[src/rtl/store_buffer_if.sv]
// Core/memory-facing signal bundle of the posted-write store buffer.
// The slave modport is the buffer's view; master is the core/memory side.
interface store_buffer_if;
    logic        st_valid;
    logic [2:0]  st_ctrl;
    logic [31:0] st_addr;
    logic [31:0] st_data;
    logic        st_ready;
    logic        ld_valid;
    logic [2:0]  ld_ctrl;
    logic [31:0] ld_addr;
    logic        ld_stall;
    logic        empty;
    logic        mem_we;
    logic [2:0]  mem_ctrl;
    logic [31:0] mem_addr;
    logic [31:0] mem_wdata;

    modport slave (
        input  st_valid, st_ctrl, st_addr, st_data,
        input  ld_valid, ld_ctrl, ld_addr,
        output st_ready, ld_stall, empty,
        output mem_we, mem_ctrl, mem_addr, mem_wdata
    );

    modport master (
        output st_valid, st_ctrl, st_addr, st_data,
        output ld_valid, ld_ctrl, ld_addr,
        input  st_ready, ld_stall, empty,
        input  mem_we, mem_ctrl, mem_addr, mem_wdata
    );
endinterface

[src/rtl/store_buffer.sv]
// Posted-write store buffer in front of data_memory. Stores enter a small
// circular FIFO and retire one per cycle when the single memory port is free.
// Loads own the port unless they touch a word still held in the buffer, in
// which case the core is stalled and the head drains until the overlap clears.
module store_buffer #(
    parameter int DEPTH = 4
) (
    input logic           clk,
    input logic           rst_n,
    store_buffer_if.slave bus
);
    localparam int PW = (DEPTH > 1) ? $clog2(DEPTH) : 1;
    localparam int CW = PW + 1;

    logic [2:0]  ctrl_q [DEPTH];
    logic [31:0] addr_q [DEPTH];
    logic [31:0] data_q [DEPTH];

    logic [PW-1:0]    head;
    logic [PW-1:0]    tail;
    logic [CW-1:0]    count;
    logic [PW-1:0]    off;
    logic [DEPTH-1:0] hit;
    logic             hazard;
    logic             drain;
    logic             enq;

    // Address of the last byte touched; wraps inside the 4 KiB window.
    function automatic logic [11:0] last_byte(input logic [2:0] ctrl, input logic [11:0] addr);
        logic [11:0] ext;
        case (ctrl)
            3'b000, 3'b100: ext = 12'd0;
            3'b001, 3'b101: ext = 12'd1;
            default:        ext = 12'd3;
        endcase
        return addr + ext;
    endfunction

    // An access touches at most two words: first and last byte's word index.
    function automatic logic spans_meet(input logic [2:0] ca, input logic [11:0] aa,
                                        input logic [2:0] cb, input logic [11:0] ab);
        logic [11:0] ea;
        logic [11:0] eb;
        ea = last_byte(ca, aa);
        eb = last_byte(cb, ab);
        return (aa[11:2] == ab[11:2]) || (aa[11:2] == eb[11:2]) ||
               (ea[11:2] == ab[11:2]) || (ea[11:2] == eb[11:2]);
    endfunction

    // Per-slot overlap with the presented load; a slot is live if it sits
    // within count entries of head.
    always_comb begin
        hit = '0;
        off = '0;
        for (int i = 0; i < DEPTH; i++) begin
            off    = PW'(i) - head;
            hit[i] = ({1'b0, off} < count) &&
                     spans_meet(ctrl_q[i], addr_q[i][11:0], bus.ld_ctrl, bus.ld_addr[11:0]);
        end
    end

    assign hazard       = bus.ld_valid && (|hit);
    assign drain        = (count != '0) && (!bus.ld_valid || hazard);
    assign bus.st_ready = (count < CW'(DEPTH)) && !bus.ld_valid;
    assign enq          = bus.st_valid && bus.st_ready;
    assign bus.ld_stall = hazard;
    assign bus.empty    = (count == '0);

    // Port arbitration: a clean load first, then a drain of the head, else idle.
    always_comb begin
        bus.mem_we    = 1'b0;
        bus.mem_ctrl  = 3'b010;
        bus.mem_addr  = '0;
        bus.mem_wdata = '0;
        if (bus.ld_valid && !hazard) begin
            bus.mem_ctrl = bus.ld_ctrl;
            bus.mem_addr = bus.ld_addr;
        end else if (drain) begin
            bus.mem_we    = 1'b1;
            bus.mem_ctrl  = ctrl_q[head];
            bus.mem_addr  = addr_q[head];
            bus.mem_wdata = data_q[head];
        end
    end

    // Pointer and occupancy update; reset drops every pending entry.
    always_ff @(posedge clk) begin
        if (!rst_n) begin
            head  <= '0;
            tail  <= '0;
            count <= '0;
        end else begin
            if (enq)   tail <= tail + PW'(1);
            if (drain) head <= head + PW'(1);
            count <= count + CW'(enq) - CW'(drain);
        end
    end

    // Entry payload capture at the tail slot.
    always_ff @(posedge clk) begin
        if (rst_n && enq) begin
            ctrl_q[tail] <= bus.st_ctrl;
            addr_q[tail] <= bus.st_addr;
            data_q[tail] <= bus.st_data;
        end
    end
endmodule

[src/flat_wrapper.sv]
// flat-port wrapper written by rule: the top's interface ports become plain ports
module store_buffer_flat 
#(
    parameter int DEPTH = 4
)
  (clk, rst_n, bus_st_valid, bus_st_ctrl, bus_st_addr, bus_st_data, bus_ld_valid, bus_ld_ctrl, bus_ld_addr, bus_st_ready, bus_ld_stall, bus_empty, bus_mem_we, bus_mem_ctrl, bus_mem_addr, bus_mem_wdata);
  store_buffer_if bus_i ();
  input logic clk;
  input logic rst_n;
  input wire logic [$bits(bus_i.st_valid)-1:0] bus_st_valid;
  input wire logic [$bits(bus_i.st_ctrl)-1:0] bus_st_ctrl;
  input wire logic [$bits(bus_i.st_addr)-1:0] bus_st_addr;
  input wire logic [$bits(bus_i.st_data)-1:0] bus_st_data;
  input wire logic [$bits(bus_i.ld_valid)-1:0] bus_ld_valid;
  input wire logic [$bits(bus_i.ld_ctrl)-1:0] bus_ld_ctrl;
  input wire logic [$bits(bus_i.ld_addr)-1:0] bus_ld_addr;
  output wire logic [$bits(bus_i.st_ready)-1:0] bus_st_ready;
  output wire logic [$bits(bus_i.ld_stall)-1:0] bus_ld_stall;
  output wire logic [$bits(bus_i.empty)-1:0] bus_empty;
  output wire logic [$bits(bus_i.mem_we)-1:0] bus_mem_we;
  output wire logic [$bits(bus_i.mem_ctrl)-1:0] bus_mem_ctrl;
  output wire logic [$bits(bus_i.mem_addr)-1:0] bus_mem_addr;
  output wire logic [$bits(bus_i.mem_wdata)-1:0] bus_mem_wdata;
  assign bus_i.st_valid = bus_st_valid;
  assign bus_i.st_ctrl = bus_st_ctrl;
  assign bus_i.st_addr = bus_st_addr;
  assign bus_i.st_data = bus_st_data;
  assign bus_i.ld_valid = bus_ld_valid;
  assign bus_i.ld_ctrl = bus_ld_ctrl;
  assign bus_i.ld_addr = bus_ld_addr;
  assign bus_st_ready = bus_i.st_ready;
  assign bus_ld_stall = bus_i.ld_stall;
  assign bus_empty = bus_i.empty;
  assign bus_mem_we = bus_i.mem_we;
  assign bus_mem_ctrl = bus_i.mem_ctrl;
  assign bus_mem_addr = bus_i.mem_addr;
  assign bus_mem_wdata = bus_i.mem_wdata;
  store_buffer #(.DEPTH(DEPTH)) u_core (.clk(clk), .rst_n(rst_n), .bus(bus_i));
endmodule
[config.mk]
export PLATFORM = sky130hd
export DESIGN_NAME = store_buffer_flat
export DESIGN_NICKNAME = d
export VERILOG_FILES = /design/src/rtl/store_buffer_if.sv /design/src/rtl/store_buffer.sv /design/src/flat_wrapper.sv
export SDC_FILE = /design/constraint.sdc
export NUM_CORES = 1
export LEC_CHECK = 0
export ABC_AREA = 1
export BUFFER_PORTS_ARGS = -buffer_cell sky130_fd_sc_hd__buf_2
export CAP_MARGIN = 5
export CELL_PAD_IN_SITES_DETAIL_PLACEMENT = 1
export CELL_PAD_IN_SITES_GLOBAL_PLACEMENT = 2
export CORE_ASPECT_RATIO = 0.8
export CORE_MARGIN = 2
export CORE_UTILIZATION = 37
export CTS_CLUSTER_SIZE = 24
export DETAILED_ROUTE_END_ITERATION = 8
export GPL_TIMING_DRIVEN = 0
export PLACE_DENSITY = 0.91
export SYNTH_ARGS = -nofsm -noshare
export SYNTH_HDL_FRONTEND = slang
export SYNTH_SLANG_ARGS = --single-unit
export TNS_END_PERCENT = 30
[constraint.sdc]
create_clock -name clk -period 5.2 [get_ports clk]
set_input_delay 0.52 -clock clk [delete_from_list [all_inputs] [get_ports clk]]
set_output_delay 0.52 -clock clk [all_outputs]
set_load 0.02 [all_outputs]
==> key figures, run 1 <==
STA
  – Tmin final: 4677 ps
  – Final-layout setup total negative slack: 0 ps
  – Worst slew slack as a fraction of its limit: 0.3776
  – Final-report max-slew violation count: 0
  – PnR worst setup slack: 523.0 ps
  – Skew final: 14.38 ps
  – Part of the cycle the worst path needs: 0.8994
  – Pin slew with the least headroom to its limit: 931.4 ps
  – RSZ-0062 raised after global routing: false
  – Final setup violation count: 0
  – Fmax: 213.8 MHz
  – Final hold vios: 0

Pwr
  – Leakage power of the design: 6.867 nW
  – Power per cell area: 409.7 mW/mm2
  – Maximum VDD drop: 0.0002698 V

Die
  – Total core area: 0.03728 mm2
  – Num ports: 177
  – Die width: 222.1 um
  – Effective utilization at floorplan: 0.3776
  – Die Ht: 178.5 um
  – Die Area: 0.03963 mm2
  – Number of cell rows: 63

Yosys
  – Cell types with the highest counts after synthesis: 464 x sky130_fd_sc_hd__nand2_1, 268 x sky130_fd_sc_hd__edfxtp_1, 119 x sky130_fd_sc_hd__a21oi_1
  – Count of flip-flops with a built-in enable after synthesis: 268
  – Number of cells produced by synthesis: 1476
  – Prevailing post-synth register cell: sky130_fd_sc_hd__edfxtp_1
  – #FFs+latches synth: 277
  – Ys async rst share: 0
  – Cell area after synthesis: 0.01408 mm2
  – Number of synthesis warnings: 0
  – Unique masters post-synth: 38
  – Fraction of the yosys area taken by sequential cells: 0.5845
  – Syn_area_per_cell: 9.537 um2
  – Most instantiated library cell after synthesis: sky130_fd_sc_hd__nand2_1
  – Share of the synthesized area in the top cell type: 0.5717
  – Cell accounting for the most synthesized area: sky130_fd_sc_hd__edfxtp_1
  – Net count after synthesis: 1597
  – Largest cells by area after synthesis: sky130_fd_sc_hd__edfxtp_1 57%, sky130_fd_sc_hd__nand2_1 12%, sky130_fd_sc_hd__a21oi_1 4.2%

Place
  – Half-perimeter wire length of the detailed placement result: 36410 um
  – Final estimated routing congestion in global placement: 0.9424
  – Number of buffers added on ports: 168
  – Pre-CTS setup slack: 539.6 ps

Setup path
  – Cell breakdown of the critical path: ha_1, nand2_1, o21bai_1, nand2_2, nor2_1, nand3_1, nand2_1, inv_1, nor2_1, nand3_1, nand3_1, nand2_1, nand2_1, nor2_2, nand2_4, nand2_4, buf_6, o21ai_0, buf_2
  – Most repeated library cell on the critical path: sky130_fd_sc_hd__nand2_1
  – Critical path fanouts, max: 10
  – Crit path capture type: output port
  – Arrival time at the worst endpoint: 4160 ps
  – Kind of start point of the critical path: flop
  – Critical path type: reg2out
  – Max stage delay on crit path: 470 ps
  – Required time reported for the critical path endpoint: 4680 ps
  – Critical-path top delay cell: sky130_fd_sc_hd__edfxtp_1

Job
  – Max-cap viol count: 0

Routing
  – Remaining DRCs: 0
  – Number of search-and-repair iterations in the first detailed-routing pass: 5
  – Routed length per placed instance: 22.30 um
  – Number of nets with antenna violations after detailed routing: 0
  – Avg Vias per Cell: 5.403
  – Number of vias in the routed layout: 11.89k
  – Iteration-0 DRC Markers: 861
  – Wire length reported by the detailed router: 49070 um

CTS
  – Clk buf depth: 3
  – Clock buffers created by TritonCTS: 29
  – Worst-path clk slew: 60 ps
  – Clk root buf: sky130_fd_sc_hd__clkbuf_16
  – TritonCTS clock tree: yes
  – Quantity of hold-fixing buffers added after cts: 0
  – Clock latency at the later pin of the worst-skew pair: 560 ps
  – Total setup buffers inserted after CTS: 0
  – Sinks on Clock Net: 277
  – Post-cts resize count: 0
  – Depth of the CTS H-tree: 1

Global routing
  – Pin count of the biggest net entering global routing: 29
  – Via count of the first global-routing pass: 12.16k
  – Overall overflow remaining after global route: 0
  – Global router's overall resource usage: 0.2449
  – Antenna violations before repair: 9
  – First-pass GRT wire length: 73420 um

Layout
  – Number of filler instances in the final layout: 4269
  – Share of the core filled with cells in the final layout: 0.4494
  – Synth-to-layout area growth: 19.04%
  – Area of combinational cells with multiple inputs: 0.005111 mm2
  – Fraction of layout cells with a size suffix above 1: 0.1687
  – Layout Nets: 1805
  – Register cell area after layout: 0.008228 mm2

Hold path
  – Hold/Removal Path Class: in2reg

Run status
  – Status: finished, final reports clean
## registers in the layout (all words and copies together) (netlist names), named ones only
register       count
u_core.addr_q    128
u_core.data_q    128
u_core.ctrl_q     12
u_core.count       3
u_core.head        2
u_core.tail        2
## logic make-up (layout without fill, tap and decap cells)
kind of cell | after synthesis | after routing | synth area share
AO/OA/AOI/OAI | 212 | 212 | 0.09004
XOR/XNOR | 67 | 67 | 0.04222
adder cells (fa/ha/maj) | 15 | 15 | 0.01387
buffers and inverters | 188 | 419 | 0.05457
flip-flops | 277 | 277 | 0.5845
other | 0 | 6 | 0
AND/OR/NAND/NOR | 717 | 717 | 0.2148
## layout make-up
cell class,instances,area share
well taps,487,0.03636
clock buffers,38,0.04652
repair buffers,177,0.06182
plain buffers,74,0.02031
multi-input cells,1011,0.3050
diodes,6,0.0008960
inverters,114,0.02554
flip-flops and latches,277,0.4910
clock inverters,16,0.01254
## per-layer routing
| layer | part of all wire | up-vias | global-route usage |
|---|---|---|---|
| li1 | - | 5480 | - |
| met1 | 0.44 | 5905 | 0.3425 |
| met2 | 0.46 | 414 | 0.4024 |
| met3 | 0.066 | 81 | 0.03196 |
| met4 | 0.026 | 6 | 0.06644 |
| met5 | 0.00086 | - | 0 |
## cells in the final DEF (no fill, tap or decap), types with 14 or more instances in the layout
cell                          n
sky130_fd_sc_hd__inv_1      109
sky130_fd_sc_hd__nand2_1    464
sky130_fd_sc_hd__nand3_1     83
sky130_fd_sc_hd__ha_1        14
sky130_fd_sc_hd__buf_2      189
sky130_fd_sc_hd__nor2_1      69
sky130_fd_sc_hd__clkbuf_16   29
sky130_fd_sc_hd__xor2_1      42
sky130_fd_sc_hd__edfxtp_1   268
sky130_fd_sc_hd__o21ai_0     52
sky130_fd_sc_hd__a21oi_1    119
sky130_fd_sc_hd__nand4_1     26
sky130_fd_sc_hd__nor3_1      41
sky130_fd_sc_hd__a32o_1      23
sky130_fd_sc_hd__xnor2_1     24
sky130_fd_sc_hd__clkbuf_1    48
## final timing paths
kind	start	slack, ps	endpoint	depth (start not counted)
max	u_core.addr_q[0][1]	520	bus_mem_addr[7]	19
min	bus_st_addr[2]	170	u_core.addr_q[1][2]	1
max reg2reg	u_core.addr_q[0][1]	820	u_core.count[2]	25
min reg2reg	u_core.tail[1]	550	u_core.tail[1]	2
## metrics by stage
stage	total power (W)	cell area, um2	hold slack [ps]	instances
2_1_floorplan	0.003913	14080	489.7	1476
3_3_place_gp	0.004645	15530	508.0	2131
3_5_place_dp	0.004728	15750	537.9	2140
4_1_cts	0.006905	16740	153.5	2194
5_1_grt	0.007180	16750	163.7	2199
6_report	0.006866	16760	174.7	2200
## where the power goes
part	leakage, nW	switching, W	internal, W	total [W]
logic	3.89	0.00149	0.000635	0.00212
registers	2.49	0.0000454	0.00252	0.00256
clock network	0.481	0.000878	0.00130	0.00218
## critical path, delay by kind of cell, from the launching register on
kind / cells / cell delay (ps)
AO/OA/AOI/OAI: 2 / 830
flip-flops: 1 / 470
adder cells (fa/ha/maj): 1 / 340
buffers and inverters: 3 / 480
AND/OR/NAND/NOR: 13 / 1470
(Power assumes the default switching activity.)
==> run 2: changes to the inputs <==
clock period = 4.7 ns   (was 5.2 ns; I/O delays follow)
==> run 2 against run 1 <==
Against the previous run:
- die area is the same
- first-iteration DRC count grew 6.2%
- count of clock-buffer cells in the layout is the same
- critical endpoint is now bus_mem_wdata[22]
==> key figures, run 2 (synthesis gave the netlist of run 1 again) <==
Global routing
  – Antenna violations before repair: 9 (unchanged)
  – Via count of the first global-routing pass: 12.16k (unchanged)
  – Global router's overall resource usage: 0.2449 (unchanged)
  – First-pass GRT wire length: 73420 um (unchanged)
  – Pin count of the biggest net entering global routing: 29 (unchanged)
  – Overall overflow remaining after global route: 0 (unchanged)

Routing
  – Routed length per placed instance: 22.34 um (was 22.30 um)
  – Iteration-0 DRC Markers: 914 (was 861)
  – Avg Vias per Cell: 5.416 (was 5.403)
  – Wire length reported by the detailed router: 49150 um (was 49070 um)
  – Remaining DRCs: 0 (unchanged)
  – Number of search-and-repair iterations in the first detailed-routing pass: 5 (unchanged)
  – Number of vias in the routed layout: 11.92k (was 11.89k)
  – Number of nets with antenna violations after detailed routing: 0 (unchanged)

STA
  – Worst hold-check slack: 124.0 ps (was 174.7 ps)
  – Tmin final: 4601 ps
  – Final hold vios: 0 (unchanged)
  – Final-report max-slew violation count: 0 (unchanged)
  – Worst slew slack as a fraction of its limit: 0.3807 (was 0.3776)
  – Part of the cycle the worst path needs: 0.9789
  – Skew final: 11.90 ps (was 14.38 ps)
  – Pin slew with the least headroom to its limit: 926.7 ps (was 931.4 ps)
  – Final setup violation count: 0 (unchanged)
  – Fmax: 217.4 MHz

Setup path
  – Worst flop-to-flop path endpoint: u_core.count[2] (unchanged)
  – Number of cells on the worst reg-to-reg path: 24 (was 25)
  – Crit path capture type: output port (unchanged)
  – Reg-to-reg slack, setup: 380 ps (was 820 ps)
  – Arrival time at the worst endpoint: 4130 ps (was 4160 ps)
  – Kind of start point of the critical path: flop (unchanged)
  – Critical path type: reg2out (unchanged)
  – Critical path fanouts, max: 10 (unchanged)
  – Required time reported for the critical path endpoint: 4230 ps (was 4680 ps)
  – Startpoint of the most critical register-to-register path: u_core.addr_q[1][1] (was u_core.addr_q[0][1])

CTS
  – Quantity of hold-fixing buffers added after cts: 0 (unchanged)
  – Worst-path clk slew: 60 ps (about the same)
  – Clock latency at the later pin of the worst-skew pair: 560 ps (about the same)
  – Depth of the CTS H-tree: 1 (unchanged)
  – Sinks on Clock Net: 277 (unchanged)
  – TritonCTS clock tree: yes (unchanged)
  – Clk root buf: sky130_fd_sc_hd__clkbuf_16 (unchanged)
  – Total setup buffers inserted after CTS: 0 (unchanged)
  – Post-cts resize count: 0 (unchanged)
  – Clock buffers created by TritonCTS: 29 (unchanged)
  – Clk buf depth: 3 (unchanged)

Layout
  – Number of filler instances in the final layout: 4263 (was 4269)
  – Share of the core filled with cells in the final layout: 0.4503 (was 0.4494)
  – Most common cell after layout, fill and taps aside: sky130_fd_sc_hd__nand2_1 (unchanged)
  – Commonest cells after routing, fill and taps aside: 463 x sky130_fd_sc_hd__nand2_1, 268 x sky130_fd_sc_hd__edfxtp_1, 189 x sky130_fd_sc_hd__buf_2 (was 464 x sky130_fd_sc_hd__nand2_1, 268 x sky130_fd_sc_hd__edfxtp_1, 189 x sky130_fd_sc_hd__buf_2)
  – Synth-to-layout area growth: 19.27% (was 19.04%)
  – Design Area, Final: 0.01679 mm2 (was 0.01676 mm2)
  – Layout Nets: 1805 (unchanged)
  – Largest regs: u_core.addr_q (128), u_core.data_q (128), u_core.ctrl_q (12) (unchanged)
  – Fraction of layout cells with a size suffix above 1: 0.1716 (was 0.1687)

Hold path
  – Hold/Removal Path Class: in2reg (unchanged)
  – Worst hold path cell count: 1 (unchanged)
  – Sink of the worst hold path: u_core.data_q[1][8] (was u_core.addr_q[1][2])
  – Min-delay src: bus_st_data[8] (was bus_st_addr[2])

Pwr
  – Leakage power of the design: 6.885 nW (was 6.867 nW)
  – Total design power: 0.007608 W (was 0.006866 W)
  – Internal portion of total power: 0.004930 W (was 0.004455 W)
  – Net switching fraction of the power: 0.3520 (was 0.3512)
  – Sequential group share of total power: 0.373 (about the same)
  – Combinational share of power: 0.310 (was 0.309)
  – Power per cell area: 453.2 mW/mm2 (was 409.7 mW/mm2)
  – Net switching power: 0.002678 W (was 0.002411 W)
  – Maximum VDD drop: 0.0002978 V (was 0.0002698 V)
  – Clock network power share: 0.317 (about the same)

Die
  – Total core area: 0.03728 mm2 (unchanged)
  – Die width: 222.1 um (unchanged)
  – Effective utilization at floorplan: 0.3776 (unchanged)
  – Num ports: 177 (unchanged)
  – Number of cell rows: 63 (unchanged)
  – Die Area: 0.03963 mm2 (unchanged)
  – Die Ht: 178.5 um (unchanged)

Place
  – Cell area after placement: 0.01575 mm2 (unchanged)
  – Half-perimeter wire length of the detailed placement result: 36410 um (unchanged)
  – Final estimated routing congestion in global placement: 0.9424 (unchanged)
  – Number of buffers added on ports: 168 (unchanged)

Run status
  – Status: finished, final reports clean (unchanged)

Job
  – Max-cap viol count: 0 (unchanged)
==> run 2: cell types whose count changed in the layout (fill, tap and decap cells not counted), sizes merged <==
| cell | change |
|---|---|
| clkinv | +1 |
| inv | -1 |
==> run 2: per-layer routing <==
layer / track usage / share of wire
met1: 0.3425 / 0.44
met2: 0.4024 / 0.47
met3: 0.03196 / 0.068
met4: 0.06644 / 0.025
met5: 0 / 0.00085
==> run 2: stage by stage <==
step	setup slack [ps]	TNS, ps	cells
6_report	99.18	0	2200
5_1_grt	-3.655	-6.224	2199
4_1_cts	61.24	0	2194
3_5_place_dp	89.60	0	2140
3_3_place_gp	-2060	-536550	2131
2_1_floorplan	246.3	0	1476
==> run 2: how the worst max path moves through the flow <==
stage	endpoint	slack, ps	cells past startpoint	from
after floorplan	u_core.addr_q[0][0]	250	5	bus_ld_valid
after global placement	u_core.addr_q[1][19]	-2060	6	bus_ld_valid
after detailed placement	u_core.count[2]	90	25	bus_ld_addr[1]
after CTS	bus_mem_addr[21]	60	22	u_core.ctrl_q[3][1]
after global routing	bus_mem_addr[21]	-4	23	u_core.ctrl_q[3][1]
final	bus_mem_wdata[22]	100	17	u_core.addr_q[1][1]
==> run 2: worst max-delay path, stage by stage (launching register included) <==
cell                       delay [ps]
sky130_fd_sc_hd__edfxtp_1         450
sky130_fd_sc_hd__ha_1             350
sky130_fd_sc_hd__nand2_1           60
sky130_fd_sc_hd__o21bai_1         370
sky130_fd_sc_hd__buf_2            310
sky130_fd_sc_hd__nand2_1          120
sky130_fd_sc_hd__xor2_1           150
sky130_fd_sc_hd__nor3_1           160
sky130_fd_sc_hd__nand3_1          110
sky130_fd_sc_hd__nand3_1          170
sky130_fd_sc_hd__nand2_1           70
sky130_fd_sc_hd__nand2_1          110
sky130_fd_sc_hd__nor2_4            60
sky130_fd_sc_hd__nand2_4          150
sky130_fd_sc_hd__nand2_4          130
sky130_fd_sc_hd__buf_2            220
sky130_fd_sc_hd__nor3_1           340
sky130_fd_sc_hd__buf_2            240
==> run 2: power by group through the flow <==
stage          Combinational, W  Sequential (W)  Clock, W
5_1_grt                 0.00258         0.00284   0.00253
3_3_place_gp            0.00224         0.00289         0
4_1_cts                 0.00236         0.00284   0.00244
3_5_place_dp            0.00234         0.00289         0
6_report                0.00236         0.00284   0.00241
2_1_floorplan           0.00145         0.00287         0
==> run 2: layout make-up <==
class,instances,area (um2),share of cell area
Buffer,74,340.3,0.02027
Clock inverter,16,210.2,0.01252
Timing Repair Buffer,177,1036,0.06170
Antenna cell,6,15.01,0.0008943
Multi-Input combinational cell,1011,5142,0.3063
Clock buffer,38,779.5,0.04643
Tap cell,487,609.3,0.03629
Sequential cell,277,8228,0.4900
Inverter,114,429.2,0.02556
==> run 3: changes to the inputs <==
CORE_UTILIZATION = 30   (was 37)
PLACE_DENSITY = 0.78   (was 0.91)
RECOVER_POWER = 50   (was unset)
==> run 3 against run 2 <==
Against the previous run:
- clock power hardly changed
- register-to-register slack better by 200 ps
- the run now ends with max-capacitance violations, max-slew violations left
- die area up 23%
- global-route usage is 4.1 points lower
- sequential share of layout area fell by 0.20 points
- largest power group unchanged
- via count is 2.9% lower
- first-iteration DRC count decreased by 22%
==> key figures, run 3 (synthesis gave the netlist of run 1 again) <==
CTS
  – Clock latency at the later pin of the worst-skew pair: 570 ps (was 560 ps)
  – Clk root buf: sky130_fd_sc_hd__clkbuf_16 (unchanged)
  – Clk buf depth: 3 (unchanged)
  – TritonCTS clock tree: yes (unchanged)
  – Depth of the CTS H-tree: 1 (unchanged)
  – Clock buffers created by TritonCTS: 30 (was 29)
  – Worst-path clk slew: 60 ps (about the same)
  – Sinks on Clock Net: 277 (unchanged)

Layout
  – Synth-to-layout area growth: 19.76% (was 19.27%)
  – Commonest cells after routing, fill and taps aside: 462 x sky130_fd_sc_hd__nand2_1, 268 x sky130_fd_sc_hd__edfxtp_1, 120 x sky130_fd_sc_hd__clkbuf_1 (was 463 x sky130_fd_sc_hd__nand2_1, 268 x sky130_fd_sc_hd__edfxtp_1, 189 x sky130_fd_sc_hd__buf_2)
  – Largest regs: u_core.addr_q (128), u_core.data_q (128), u_core.ctrl_q (12) (unchanged)
  – Number of filler instances in the final layout: 5348 (was 4263)
  – Design Area, Final: 0.01686 mm2 (was 0.01679 mm2)
  – Share of the core filled with cells in the final layout: 0.3666 (was 0.4503)
  – Post-layout instance count excluding filler cells: 2322 (was 2200)
  – Most common cell after layout, fill and taps aside: sky130_fd_sc_hd__nand2_1 (unchanged)
  – Layout Nets: 1807 (was 1805)
  – Fraction of layout cells with a size suffix above 1: 0.1318 (was 0.1716)

STA
  – Fmax: 228.3 MHz (was 217.4 MHz)
  – Worst slew slack as a fraction of its limit: -0.1203 (was 0.3807)
  – Final setup violation count: 0 (unchanged)
  – Tmin final: 4381 ps (was 4601 ps)
  – Pin slew with the least headroom to its limit: 1680 ps (was 926.7 ps)
  – Final hold vios: 0 (unchanged)
  – Final-report max-slew violation count: 35 (was 0)
  – Part of the cycle the worst path needs: 0.9321 (was 0.9789)
  – Skew final: 22.55 ps (was 11.90 ps)

Setup path
  – Kind of start point of the critical path: flop (unchanged)
  – Startpoint of the most critical register-to-register path: u_core.ctrl_q[3][1] (was u_core.addr_q[1][1])
  – Most repeated library cell on the critical path: sky130_fd_sc_hd__nand2_1 (unchanged)
  – Worst flop-to-flop path endpoint: u_core.count[2] (unchanged)
  – Reg-to-reg slack, setup: 580 ps (was 380 ps)
  – Max stage delay on crit path: 460 ps (was 450 ps)
  – Buffers plus inverters on the worst setup path: 4 (was 3)
  – Critical-path top delay cell: sky130_fd_sc_hd__edfxtp_1 (unchanged)
  – Crit path capture type: output port (unchanged)
  – Cell breakdown of the critical path: ha_1, nand2_1, o21bai_4, buf_4, nand2_1, xor2_1, nor3_1, nand3_1, nand3_1, nand2_1, nand2_1, nor2_4, nand2_4, nand2_8, buf_6, buf_6, o22ai_2, buf_2 (was ha_1, nand2_1, o21bai_1, buf_2, nand2_1, xor2_1, nor3_1, nand3_1, nand3_1, nand2_1, nand2_1, nor2_4, nand2_4, nand2_4, buf_2, nor3_1, buf_2)
  – Critical path fanouts, max: 10 (unchanged)
  – Arrival time at the worst endpoint: 3910 ps (was 4130 ps)
  – Top cell family by delay on the critical path: simple AND/OR/NAND/NOR gates (unchanged)
  – Critical path type: reg2out (unchanged)
  – Required time reported for the critical path endpoint: 4230 ps (about the same)
  – Number of cells on the worst reg-to-reg path: 26 (was 24)

Hold path
  – Sink of the worst hold path: u_core.data_q[0][11] (was u_core.data_q[1][8])
  – Min-delay src: bus_st_data[11] (was bus_st_data[8])
  – Hold/Removal Path Class: in2reg (unchanged)
  – Worst hold path cell count: 1 (unchanged)

Die
  – Effective utilization at floorplan: 0.3061 (was 0.3776)
  – Die Area: 0.04868 mm2 (was 0.03963 mm2)
  – Num ports: 177 (unchanged)
  – Die width: 246.2 um (was 222.1 um)
  – Die Ht: 197.8 um (was 178.5 um)
  – Number of cell rows: 70 (was 63)
  – Total core area: 0.04598 mm2 (was 0.03728 mm2)

Job
  – Max-cap viol count: 2 (was 0)

Place
  – Placed Instances: 2266 (was 2140)
  – Number of buffers added on ports: 168 (unchanged)
  – Final estimated routing congestion in global placement: 0.8854 (was 0.9424)
  – Half-perimeter wire length of the detailed placement result: 37050 um (was 36410 um)
  – Cell area after placement: 0.01594 mm2 (was 0.01575 mm2)

Global routing
  – Via count of the first global-routing pass: 12.15k (was 12.16k)
  – Pin count of the biggest net entering global routing: 26 (was 29)
  – Overall overflow remaining after global route: 0 (unchanged)
  – First-pass GRT wire length: 74270 um (was 73420 um)
  – Global router's overall resource usage: 0.2035 (was 0.2449)
  – Antenna violations before repair: 3 (was 9)

Routing
  – Number of search-and-repair iterations in the first detailed-routing pass: 5 (unchanged)
  – Number of nets with antenna violations after detailed routing: 0 (unchanged)
  – Avg Vias per Cell: 4.981 (was 5.416)
  – Remaining DRCs: 0 (unchanged)
  – Number of vias in the routed layout: 11.57k (was 11.92k)
  – Routed length per placed instance: 21.52 um (was 22.34 um)
  – Wire length reported by the detailed router: 49960 um (was 49150 um)
  – Iteration-0 DRC Markers: 710 (was 914)

Pwr
  – Power per cell area: 450.1 mW/mm2 (was 453.2 mW/mm2)
  – Leakage power of the design: 6.688 nW (was 6.885 nW)
  – Maximum VDD drop: 0.0003046 V (was 0.0002978 V)

Run status
  – Status: complete, but fails checks (was finished, final reports clean)
  – Violated checks: max-capacitance violations, max-slew violations
[run 3: changes by cell type in the layout (fill, tap and decap cells not counted), sizes merged]
| cell | delta |
|---|---|
| clkbuf | +72 |
| inv | +1 |
| clkinv | -4 |
| diode | -3 |
| clkinvlp | +2 |
| buf | -70 |
| bufinv | -1 |
[run 3: worst max-delay path by stage]
stage,start,to,slack [ps],cells past startpoint
after floorplan,bus_ld_valid,u_core.addr_q[0][0],250,5
after global placement,bus_ld_valid,u_core.addr_q[1][17],-2460,6
after detailed placement,bus_ld_ctrl[1],u_core.count[2],-50,28
after CTS,u_core.ctrl_q[3][1],bus_mem_addr[22],40,22
after global routing,u_core.ctrl_q[3][1],bus_mem_addr[29],-0.2,22
final,u_core.addr_q[1][1],bus_mem_ctrl[0],320,18
[run 3: final cells by class]
type / count / area (um2) / share of cell area
antenna: 3 / 7.507 / 0.0004453
buffer: 74 / 342.8 / 0.02034
clock buffer: 39 / 805.8 / 0.04780
clock inverter: 14 / 176.4 / 0.01046
inverter: 114 / 430.4 / 0.02553
multi-input combinational: 1011 / 5165 / 0.3064
sequential: 277 / 8228 / 0.4881
tap: 612 / 765.7 / 0.04542
timing repair buffer: 178 / 937.1 / 0.05559
[run 3: timing repair]
| action | CTS | global route |
|---|---|---|
| endpoints found under the hold margin | 0 | 0 |
| buffers inserted | 0 | 0 |
| setup endpoints to repair | 4 | 64 |
| gates resized for setup | 1 | 17 |
| hold buffers | 0 | 0 |
[run 3: stage by stage]
step / setup WS [ps] / hold WS [ps] / power (W) / TNS (ps)
after floorplan: 246.3 / 489.7 / 0.004330 / 0
after global placement: -2456 / 515.1 / 0.005197 / -638590
after detailed placement: -48.04 / 531.8 / 0.005264 / -48.04
after CTS: 44.76 / 92.54 / 0.007664 / 0
after global routing: -0.2318 / 172.6 / 0.007976 / -0.2318
final: 319.2 / 164.9 / 0.007589 / 0
[run 3: worst reg2reg max path, cell delays in order (launching register included)]
cell and delay, ps:
sky130_fd_sc_hd__edfxtp_1 450, sky130_fd_sc_hd__clkbuf_1 130, sky130_fd_sc_hd__ha_1 280, sky130_fd_sc_hd__nand2_1 70, sky130_fd_sc_hd__inv_1 50, sky130_fd_sc_hd__nand3_1 110, sky130_fd_sc_hd__nand2_2 170, sky130_fd_sc_hd__nand3_1 150
sky130_fd_sc_hd__nor2_1 120, sky130_fd_sc_hd__nand2_1 50, sky130_fd_sc_hd__nand2_1 80, sky130_fd_sc_hd__nor2_1 50, sky130_fd_sc_hd__nand3_1 90, sky130_fd_sc_hd__nand3_2 130, sky130_fd_sc_hd__nand2_1 100, sky130_fd_sc_hd__nand2_1 80
sky130_fd_sc_hd__nor2_4 160, sky130_fd_sc_hd__nand2_4 160, sky130_fd_sc_hd__nand2_8 150, sky130_fd_sc_hd__buf_6 190, sky130_fd_sc_hd__inv_2 80, sky130_fd_sc_hd__nand2_1 100, sky130_fd_sc_hd__o21ai_1 80, sky130_fd_sc_hd__ha_1 190
sky130_fd_sc_hd__fa_1 380, sky130_fd_sc_hd__or2_2 300, sky130_fd_sc_hd__a21boi_0 130
[run 3: per-layer routing]
metal  track usage  share of wire  vias up
met3       0.03944          0.067       54
met5             0              0        -
met2        0.3300           0.46      311
met1        0.2808           0.45     5732
li1              -              -     5468
met4       0.04646          0.018        0
[run 3: power by group]
part / leakage (nW) / switching (W) / total, W / internal, W
Clock: 0.467 / 0.000973 / 0.00239 / 0.00142
Sequential: 2.49 / 0.0000481 / 0.00283 / 0.00279
Combinational: 3.73 / 0.00166 / 0.00236 / 0.000702
